$ cat src/rtl/exemem_lsu_reg_if.sv
// Data-side SRAM-like bus between the EXE/MEM load/store master and memory.
// The master drives the request fields; the slave answers with addr_ok/data_ok/rdata.
interface exemem_lsu_reg_if #(
   parameter int DATA_W = 32,
   parameter int ADDR_W = 32
);
   logic                  data_req;
   logic                  data_wr;
   logic [1:0]            data_size;
   logic [ADDR_W-1:0]     data_addr;
   logic [DATA_W-1:0]     data_wdata;
   logic [DATA_W/8-1:0]   data_wstrb;
   logic [DATA_W-1:0]     data_rdata;
   logic                  data_addr_ok;
   logic                  data_data_ok;

   modport master (
      output data_req, data_wr, data_size, data_addr, data_wdata, data_wstrb,
      input  data_rdata, data_addr_ok, data_data_ok
   );

   modport slave (
      input  data_req, data_wr, data_size, data_addr, data_wdata, data_wstrb,
      output data_rdata, data_addr_ok, data_data_ok
   );
endinterface

$ cat src/rtl/exemem_lsu_reg.sv
// EXE/MEM pipeline register with an integrated single-outstanding load/store
// bus master. Captures an opaque payload, issues one data request per aligned
// memory op, aligns/extends load data, and drains a bus-accepted request
// across a flush so the bus never sees an orphaned response.

// One byte lane of the store path: byte enable and replicated store byte.
module exemem_lsu_lane #(
   parameter int NUM_LANES = 4,
   parameter int OFF_W     = 2,
   parameter int LANE      = 0
) (
   input  logic [1:0]                 size,
   input  logic [OFF_W-1:0]           off,
   input  logic [NUM_LANES-1:0][7:0]  wdata,
   output logic                       strb,
   output logic [7:0]                 wbyte
);
   localparam logic [OFF_W-1:0] IDX = OFF_W'(LANE);

   logic [OFF_W-1:0] inner;

   // Lane is enabled when it sits in the same size-aligned block as the
   // address; it carries the source byte at its position inside that block.
   always_comb begin
      inner = ~({OFF_W{1'b1}} << size);
      strb  = ((IDX ^ off) & ~inner) == '0;
      wbyte = wdata[IDX & inner];
   end
endmodule

module exemem_lsu_reg #(
   parameter int                     DATA_W      = 32,
   parameter int                     ADDR_W      = 32,
   parameter int                     PAYLOAD_W   = 128,
   parameter logic [PAYLOAD_W-1:0]   PAYLOAD_NOP = '0,
   parameter logic [ADDR_W-1:0]      ADDR_MASK   = 'h1fffffff
) (
   input  logic                   cpu_clk_50M,
   input  logic                   cpu_rst,
   input  logic                   flush,
   input  logic                   exe_stall,
   input  logic                   mem_stall,
   input  logic [PAYLOAD_W-1:0]   exe_payload,
   input  logic [1:0]             exe_mem_op,
   input  logic [1:0]             exe_size,
   input  logic                   exe_signed,
   input  logic [ADDR_W-1:0]      exe_addr,
   input  logic [DATA_W-1:0]      exe_wdata,
   output logic [PAYLOAD_W-1:0]   mem_payload,
   output logic [DATA_W-1:0]      mem_ld_data,
   output logic                   mem_adel,
   output logic                   mem_ades,
   output logic                   stallreq_mem,
   exemem_lsu_reg_if.master       bus
);
   localparam int NUM_LANES = DATA_W / 8;
   localparam int OFF_W     = $clog2(NUM_LANES);

   typedef enum logic [1:0] {S_IDLE, S_REQ, S_WAIT, S_DRAIN} state_t;

   // Everything the in-flight transaction needs, frozen at launch so a later
   // capture cannot disturb the bus fields or the load extraction.
   typedef struct packed {
      logic                   wr;
      logic                   sgn;
      logic [1:0]             size;
      logic [OFF_W-1:0]       off;
      logic [ADDR_W-1:0]      addr;
      logic [DATA_W-1:0]      wdata;
      logic [NUM_LANES-1:0]   wstrb;
   } txn_t;

   state_t                           state, nxt;
   txn_t                             txn_q;
   logic                             is_ld, is_st, misal, size_bad;
   logic                             capture, bubble, launch;
   logic [OFF_W-1:0]                 amask;
   logic [NUM_LANES-1:0]             lane_strb;
   logic [NUM_LANES-1:0][7:0]        lane_wbyte;
   logic [DATA_W-1:0]                ld_shift, ld_keep, ld_top, ld_ext;
   int                               ld_bits;

   // Decode the EXE request: op class, alignment, and register update mode.
   always_comb begin
      is_ld    = exe_mem_op == 2'b01;
      is_st    = exe_mem_op == 2'b10;
      // A dword on a 32-bit bus cannot be served; report it as an address error.
      size_bad = (exe_size == 2'd3) && (DATA_W == 32);
      amask    = ~({OFF_W{1'b1}} << exe_size);
      misal    = (|(exe_addr[OFF_W-1:0] & amask)) | size_bad;
      capture  = !flush && !exe_stall;
      bubble   = !flush && exe_stall && !mem_stall;
      launch   = capture && (is_ld || is_st) && !misal && (state == S_IDLE);
   end

   for (genvar i = 0; i < NUM_LANES; i++) begin : g_lane
      exemem_lsu_lane #(
         .NUM_LANES (NUM_LANES),
         .OFF_W     (OFF_W),
         .LANE      (i)
      ) u_lane (
         .size  (exe_size),
         .off   (exe_addr[OFF_W-1:0]),
         .wdata (exe_wdata),
         .strb  (lane_strb[i]),
         .wbyte (lane_wbyte[i])
      );
   end

   // FSM state register.
   always_ff @(posedge cpu_clk_50M) begin
      if (cpu_rst) state <= S_IDLE;
      else         state <= nxt;
   end

   // FSM next state; a flush after addr_ok must still wait out data_ok.
   always_comb begin
      nxt = state;
      case (state)
         S_IDLE:  if (launch) nxt = S_REQ;
         S_REQ: begin
            if (bus.data_addr_ok) nxt = flush ? S_DRAIN : S_WAIT;
            else if (flush)       nxt = S_IDLE;
         end
         S_WAIT: begin
            if (bus.data_data_ok) nxt = S_IDLE;
            else if (flush)       nxt = S_DRAIN;
         end
         S_DRAIN: if (bus.data_data_ok) nxt = S_IDLE;
         default: nxt = S_IDLE;
      endcase
   end

   // FSM outputs: request only in REQ, stall while anything is outstanding.
   always_comb begin
      bus.data_req = state == S_REQ;
      stallreq_mem = state != S_IDLE;
   end

   // Pipeline register: reset > flush > bubble > capture > hold.
   always_ff @(posedge cpu_clk_50M) begin
      if (cpu_rst) begin
         mem_payload <= PAYLOAD_NOP;
         mem_adel    <= 1'b0;
         mem_ades    <= 1'b0;
      end else if (flush || bubble) begin
         mem_payload <= PAYLOAD_NOP;
         mem_adel    <= 1'b0;
         mem_ades    <= 1'b0;
      end else if (capture) begin
         mem_payload <= exe_payload;
         mem_adel    <= is_ld && misal;
         mem_ades    <= is_st && misal;
      end
   end

   // Freeze the transaction fields on launch.
   always_ff @(posedge cpu_clk_50M) begin
      if (cpu_rst) begin
         txn_q <= '0;
      end else if (launch) begin
         txn_q.wr    <= is_st;
         txn_q.sgn   <= exe_signed;
         txn_q.size  <= exe_size;
         txn_q.off   <= exe_addr[OFF_W-1:0];
         txn_q.addr  <= exe_addr & ADDR_MASK;
         txn_q.wdata <= lane_wbyte;
         txn_q.wstrb <= lane_strb;
      end
   end

   // Load extraction: shift the addressed bytes down, then zero/sign extend.
   always_comb begin
      ld_shift = bus.data_rdata >> {txn_q.off, 3'b000};
      ld_bits  = 8 << txn_q.size;
      ld_keep  = '1;
      ld_top   = '0;
      ld_ext   = ld_shift;
      if (ld_bits < DATA_W) begin
         ld_keep = ~({DATA_W{1'b1}} << ld_bits);
         ld_top  = ld_keep & ~(ld_keep >> 1);
         ld_ext  = (ld_shift & ld_keep) |
                   ((txn_q.sgn && |(ld_shift & ld_top)) ? ~ld_keep : '0);
      end
   end

   // Load result updates only on a clean completion; drained data is dropped.
   always_ff @(posedge cpu_clk_50M) begin
      if (cpu_rst)
         mem_ld_data <= '0;
      else if (state == S_WAIT && bus.data_data_ok && !flush && !txn_q.wr)
         mem_ld_data <= ld_ext;
   end

   assign bus.data_wr    = txn_q.wr;
   assign bus.data_size  = txn_q.size;
   assign bus.data_addr  = txn_q.addr;
   assign bus.data_wdata = txn_q.wdata;
   assign bus.data_wstrb = txn_q.wstrb;
endmodule

$ cat src/flat_wrapper.sv
// flat-port wrapper written by rule: the top's interface ports become plain ports
module exemem_lsu_reg_flat 
#(
   parameter int                     DATA_W      = 32,
   parameter int                     ADDR_W      = 32,
   parameter int                     PAYLOAD_W   = 128,
   parameter logic [PAYLOAD_W-1:0]   PAYLOAD_NOP = '0,
   parameter logic [ADDR_W-1:0]      ADDR_MASK   = 'h1fffffff
)
  (cpu_clk_50M, cpu_rst, flush, exe_stall, mem_stall, exe_payload, exe_mem_op, exe_size, exe_signed, exe_addr, exe_wdata, mem_payload, mem_ld_data, mem_adel, mem_ades, stallreq_mem, bus_data_req, bus_data_wr, bus_data_size, bus_data_addr, bus_data_wdata, bus_data_wstrb, bus_data_rdata, bus_data_addr_ok, bus_data_data_ok);
  exemem_lsu_reg_if #(.DATA_W(DATA_W), .ADDR_W(ADDR_W)) bus_i ();
  input  logic cpu_clk_50M;
  input  logic cpu_rst;
  input  logic flush;
  input  logic exe_stall;
  input  logic mem_stall;
  input  logic [PAYLOAD_W-1:0] exe_payload;
  input  logic [1:0] exe_mem_op;
  input  logic [1:0] exe_size;
  input  logic exe_signed;
  input  logic [ADDR_W-1:0] exe_addr;
  input  logic [DATA_W-1:0] exe_wdata;
  output logic [PAYLOAD_W-1:0] mem_payload;
  output logic [DATA_W-1:0] mem_ld_data;
  output logic mem_adel;
  output logic mem_ades;
  output logic stallreq_mem;
  output wire logic [$bits(bus_i.data_req)-1:0] bus_data_req;
  output wire logic [$bits(bus_i.data_wr)-1:0] bus_data_wr;
  output wire logic [$bits(bus_i.data_size)-1:0] bus_data_size;
  output wire logic [$bits(bus_i.data_addr)-1:0] bus_data_addr;
  output wire logic [$bits(bus_i.data_wdata)-1:0] bus_data_wdata;
  output wire logic [$bits(bus_i.data_wstrb)-1:0] bus_data_wstrb;
  input wire logic [$bits(bus_i.data_rdata)-1:0] bus_data_rdata;
  input wire logic [$bits(bus_i.data_addr_ok)-1:0] bus_data_addr_ok;
  input wire logic [$bits(bus_i.data_data_ok)-1:0] bus_data_data_ok;
  assign bus_data_req = bus_i.data_req;
  assign bus_data_wr = bus_i.data_wr;
  assign bus_data_size = bus_i.data_size;
  assign bus_data_addr = bus_i.data_addr;
  assign bus_data_wdata = bus_i.data_wdata;
  assign bus_data_wstrb = bus_i.data_wstrb;
  assign bus_i.data_rdata = bus_data_rdata;
  assign bus_i.data_addr_ok = bus_data_addr_ok;
  assign bus_i.data_data_ok = bus_data_data_ok;
  exemem_lsu_reg #(.DATA_W(DATA_W), .ADDR_W(ADDR_W), .PAYLOAD_W(PAYLOAD_W), .PAYLOAD_NOP(PAYLOAD_NOP), .ADDR_MASK(ADDR_MASK)) u_core (.cpu_clk_50M(cpu_clk_50M), .cpu_rst(cpu_rst), .flush(flush), .exe_stall(exe_stall), .mem_stall(mem_stall), .exe_payload(exe_payload), .exe_mem_op(exe_mem_op), .exe_size(exe_size), .exe_signed(exe_signed), .exe_addr(exe_addr), .exe_wdata(exe_wdata), .mem_payload(mem_payload), .mem_ld_data(mem_ld_data), .mem_adel(mem_adel), .mem_ades(mem_ades), .stallreq_mem(stallreq_mem), .bus(bus_i));
endmodule
$ cat config.mk
export PLATFORM = sky130hd
export DESIGN_NAME = exemem_lsu_reg_flat
export DESIGN_NICKNAME = d
export VERILOG_FILES = /design/src/rtl/exemem_lsu_reg_if.sv /design/src/rtl/exemem_lsu_reg.sv /design/src/flat_wrapper.sv
export SDC_FILE = /design/constraint.sdc
export NUM_CORES = 1
export LEC_CHECK = 0
export CAP_MARGIN = 10
export CORE_AREA = 2 2 184 186
export CTS_CLUSTER_SIZE = 12
export DETAILED_ROUTE_END_ITERATION = 10
export DIE_AREA = 0 0 186 188
export SYNTH_ARGS = -nofsm -noshare
export SYNTH_HDL_FRONTEND = slang
export SYNTH_SLANG_ARGS = --single-unit
$ cat constraint.sdc
create_clock -name cpu_clk_50M -period 2.05 [get_ports cpu_clk_50M]
set_input_delay 0.615 -clock cpu_clk_50M [delete_from_list [all_inputs] [get_ports cpu_clk_50M]]
set_output_delay 0.615 -clock cpu_clk_50M [all_outputs]
set_load 0.05 [all_outputs]
Yosys cells after proc, flatten, opt, wreduce, memory -nomap -nowiden --
Cells that the tools add are included.
Storage, ports and cells: output and inout bits 235, logic and storage cells 93, bits in registers 235
Operators by class: multiplexer cells 16, shift operators 4, equal/unequal tests 10, bitwise gates (word level) 18, $lt $le $gt $ge 4, reductions and logical operators 29
Operators with widths (count):
- bitwise AND 32 bit | 3
- 2-to-1 mux 32 bit | 2
- NOT 32 bit | 2
- 2-to-1 mux 8 bit | 5
- less-than comparator 32 x 7 -> 1 bit (second input constant) | 1
- NOT 31 -> 32 bit | 1
- OR 32 bit | 1
- OR reduction 32 bit | 1
- << shifter 32 x 32 -> 32 bit (first input constant) | 1
- << shifter 4 x 2 -> 32 bit (first input constant) | 1
- right shift 32 x 5 -> 32 bit | 1
- binary-select mux 8 bit (select 2 bit) | 1
- logical AND 1 bit | 12
- 2-to-1 mux 2 bit | 6
- bitwise AND 2 bit | 5
- logical NOT 2 bit | 5
- equality test 2 bit (second input constant) | 4
- one-hot mux 2 bit (4 select lines) | 1
- less-than comparator 2 x 3 -> 1 bit (second input constant) | 2
- NOT 2 bit | 3
- logical NOT 1 bit | 5
- equality test 2 x 1 -> 1 bit (second input constant) | 2
- AND reduction 4 bit | 1
- OR reduction 2 bit | 2
- other kinds (11) | 13

Longest topological paths before layout --
depth in word-level cells 11, gate-level depth with buffers 8, depth with buffers taken out 6

By module --
From an unflattened synthesis, not the netlist that was laid out.
Second synthesis, totals: cells, all modules 1232, area, all modules 9719.3 um2
Modules (own cells, without submodules):
- exemem_lsu_reg | area an instance 9202.6 um2, cells each 1172, seq. area each 4664.5 um2, instances 1
- exemem_lsu_lane at u_core.g_lane[3].u_lane | area an instance 183.9 um2, cells each 28, seq. area each 0.0 um2, instances 1
- exemem_lsu_lane at u_core.g_lane[2].u_lane | area an instance 146.4 um2, cells each 11, seq. area each 0.0 um2, instances 1
- exemem_lsu_lane at u_core.g_lane[1].u_lane | area an instance 112.6 um2, cells each 11, seq. area each 0.0 um2, instances 1
- exemem_lsu_lane at u_core.g_lane[0].u_lane | area an instance 73.8 um2, cells each 10, seq. area each 0.0 um2, instances 1

Worst setup path after synthesis --
OpenSTA, ideal clock, no wires.
kind input port to flip-flop, start input port exe_mem_op[0], end register u_core.txn_q, in the netlist u_core.bus.data_wstrb[2], stages 7, arrival time 2038 ps, library setup time 132 ps, setup slack -119 ps, cells stage by stage inv_1 -> ha_1 -> or3_1 -> a211o_1 -> clkbuf_1 -> a211oi_1 -> nor3_1
On the way: word-level cells in the longest chain between the ends 5, elaborated cells on any way between the ends 6
RTL lines:
- start: declaration | RTL line flat_wrapper.sv:18 | input logic [1:0] exe_mem_op;
- equality test 2 x 1 -> 1 bit / equality test 2 bit (equally long branches) | RTL line exemem_lsu_reg.sv:85, exemem_lsu_reg.sv:86
- logical OR 1 bit (*) | RTL line exemem_lsu_reg.sv:93 | launch = capture && (is_ld || is_st) && !misal && (state == S_IDLE);
- logical AND 1 bit (*) (3 in a row) | RTL line exemem_lsu_reg.sv:93
- end: declaration | RTL line exemem_lsu_reg.sv:74 | txn_t txn_q;
Every way passes the cells marked *; elsewhere a longest branch is shown, timed or not. A chain may end at the register's enable or synchronous reset.

Worst setup path in the final report --
start input port exe_size[0], end register u_core.txn_q, in the netlist u_core.bus.data_wdata[28]
On the way: word-level cells in the longest chain between the ends 8, elaborated cells on any way between the ends 11
RTL lines:
- start: declaration | RTL line flat_wrapper.sv:19 | input logic [1:0] exe_size;
- << shifter 2 x 2 -> 2 bit | RTL line exemem_lsu_reg.sv:25, exemem_lsu_reg.sv:89
- NOT 2 bit | RTL line exemem_lsu_reg.sv:25, exemem_lsu_reg.sv:89
- bitwise AND 2 bit | RTL line exemem_lsu_reg.sv:90 | misal = (|(exe_addr[OFF_W-1:0] & amask)) | size_bad;
- OR reduction 2 bit | RTL line exemem_lsu_reg.sv:90
- OR 1 bit | RTL line exemem_lsu_reg.sv:90
- logical NOT 1 bit | RTL line exemem_lsu_reg.sv:93
- logical AND 1 bit (2 in a row) | RTL line exemem_lsu_reg.sv:93
Several ways; a longest one is shown, not always the timed one. The select of a mux whose other input is x is not followed.

==> impl_results.md <==
* Status: finished, final reports clean
* Maximum clock insertion buffer count at 3
* Worst setup SP type: primary input
* Largest area contributor in the netlist: dfxtp_1
* Ys async rst share at 0%
* Hold buffers post-CTS at 0
* Initial antenna violation count at 1
* RSZ-0062 raised after global routing: no
* Area Growth Syn to Fin at 60.3%
* Detailed Route WL at 34,400 um
* Vias after detailed routing at 9,636
* CP arrival at 2460 ps
* Synth cell types at 36
* Latest clock arrival within the worst-skew pair at 540 ps
* CP delay by family, top: buffers and inverters
* CP Buf/Inv Count at 5
* Worst path cell trace: clkdlybuf4s50_1 > or3_4 > a211oi_4 > buf_6 > buf_6 > buf_12 > buf_16 > o211ai_1 > a21oi_1
* Clk slew on worst S/H paths at 60 ps
* Max-Cap Viols at 0
* WP data required at 2520 ps
* Layout cell share with drive strength beyond 1 at 22.2%
* Detail Placement HPWL at 24,700 um
* CORE AREA at 33,100 um2
* Die area at 35,000 um2
* Synthesized area per cell at 7.83 um2
* Largest family of logic cells by synthesized area: simple AND/OR/NAND/NOR gates
* Routability cong. at 0.781
* Worst slack, placed at -727 ps
* Xor/xnor share of the synthesized area at 0.0919%
* CTS buffer count at 27
* IO Count at 471
* Mean number of vias per cell at 4.60
* Avg WL per Cell at 16.4 um
* Yosys warns at 0
* Finished Cell Area at 15,300 um2
* Remaining global-route overflow at 0
* Worst hold path type: in -> reg
* IO buf count at 464
* PwrDens at 730 nW/um2
* Synth Area in Compound Gates at 16.2%
* Final hold vios at 0
* Max Fanout on Critical Path at 10
* Vias in the first global route at 9,401
* Die H at 188 um
* Critical Path End Type: flop
* Final worst slack at 58.4 ps
* Register area share after synthesis at 48.9%
* Num rows at 67
* Path type of the worst setup path: in -> reg
* Post-synthesis register bit count at 233
* Final setup violation count at 0
* GRT Total Usage at 18.7%
* Most numerous cell on the critical path: buf_6
* DP Area at 14,100 um2
* Die X at 186 um
* Tcrit/Tclk final at 97.2%
* TritonCTS clock tree: yes
* Max-slew violations at 0
* Slowest cell on crit path: clkdlybuf4s50_1
* Post-layout power at 11.2 mW
* Max VDD drop at 592 uV
* Num Clock Sinks at 233
* Setup Skew at 11.9 ps
* Fmax at 502 MHz
* Ys flop type: dfxtp_1
* Starting density of the core at 28.8%
* Post-synthesis simple-gate area fraction at 20.6%
* Multiplexer share of the synthesized area at 4.31%
* Synth area leaders: dfxtp_1 (49%), nand2_1 (16%), a21oi_1 (10%)
* Mapped Area at 9530 um2
* Largest net degree at the start of global routing at 75
* DRC viols at 0
* Number of synthesized flops with an enable pin at 0
* Clock period minus worst slack at 1990 ps
* Iteration-0 DRC Markers at 364
* Post-Synth Adder-Cell Area at 0.263%
* H-tree levels at 1
* Clk Tree Root Cell: clkbuf_16
* Drt pass-1 iters at 5
* Leak pwr at 5.97 nW
* Detail Route Antenna Nets at 0
* First-pass GRT wire length at 52,100 um
* Cells after Synth at 1,217
* Max incr delay on CP at 420 ps
* Diode count at 0
* Area share of the largest cell type after synthesis at 48.9%
* Final #Nets at 1,865
[what timing repair did]
item	CTS	global route
pin swaps	10	5
endpoints found under the setup margin	57	24
gates resized for setup	16	3
setup buffers	6	1
gates cloned	5	0
[final cells by class]
type,count,area [um2]
clock buffer,41,828
clock inverter,9,80.1
fill,3262,17800
inverter,7,26.3
multi-input combinational,820,4010
sequential,233,4670
tap,448,561
timing repair buffer,538,5110
[kinds of logic after synthesis]
group,after synthesis
other cells,1
simple gates,499
xor+xnor,1
fa+ha+maj,2
compound gates,274
mux,41
buf+inv,166
flops,233
[worst register-to-register path, stage by stage (launching register included)]
cell,delay [ps]
dfxtp_1,380
or2_4,290
a211oi_4,270
buf_6,150
buf_6,130
buf_12,110
buf_16,120
o211ai_1,90
a21oi_1,150
[report_power, final]
| part | leakage, nW | switching (mW) | internal, mW | total, mW |
|---|---|---|---|---|
| sequential | 1.88 | 0.0539 | 4.62 | 4.67 |
| clock | 0.452 | 1.95 | 2.91 | 4.86 |
| combinational | 3.63 | 0.859 | 0.774 | 1.63 |
[layer usage]
layer | vias to the layer above | GRT usage (%) | wire [um]
li1 | 4779 | - | -
met1 | 4421 | 21.6 | 13400
met2 | 378 | 32.5 | 16600
met3 | 56 | 6.43 | 3460
met4 | 2 | 5.42 | 896
met5 | - | 0 | 13
[flip-flops by register name (all words and copies together) (netlist names)]
name                   count
u_core.bus.data_wstrb      4
u_core.state               2
u_core.bus.data_wdata     32
u_core.bus.data_addr      28
u_core.mem_ades            1
u_core.mem_adel            1
u_core.mem_ld_data        32
u_core.bus.data_wr         1
u_core.mem_payload       128
u_core.txn_q               2
u_core.bus.data_size       2
[cell usage in the layout (no fill, tap or decap), types with 9 or more instances in the layout]
cell and instances:
clkdlybuf4s50_1 227, nor2_1 70, mux2i_1 41, o22ai_1 10, nand3_1 9, nand2_1 395
clkbuf_16 27, buf_12 30, buf_4 268, o21ai_0 18, clkbuf_8 10, a311oi_1 18
a21oi_1 191, o211ai_1 9, dfxtp_1 232, a211oi_1 18
[final timing paths]
check,start,end,slack [ps],depth (start not counted)
worst min-delay path,cpu_rst,u_core.mem_ld_data[3],430,2
worst min register to register,u_core.mem_payload[94],u_core.mem_payload[94],450,2
worst max-delay path,exe_size[0],u_core.bus.data_wdata[28],60,9
worst max register to register,u_core.state[1],u_core.bus.data_wdata[28],310,8
[synth_stat cells (all sizes together), types with 2 or more instances]
library cell,instances
dfxtp,233
nand3,9
a21oi,192
a311oi,18
inv,5
clkbuf,69
mux2i,41
nand3b,8
or3,2
o22ai,10
clkinv,2
nor2,71
o211ai,9
a211oi,19
or2,3
nand2b,4
nor2b,2
ha,2
and2,2
buf,90
nand2,395
o21ai,21
[metrics by stage]
stage               std cells  setup TNS, ps  hold WS (ps)  util, %
floorplan                1219           -819           436        -
global placement         2034         -53940           442     42.7
finish                   2096              0           429     46.2
detailed placement       2034         -57240           447     42.7
CTS                      2095              0           392     46.1
global route             2096              0           417     46.2
No activity file was read; power rests on OpenSTA's default activity.
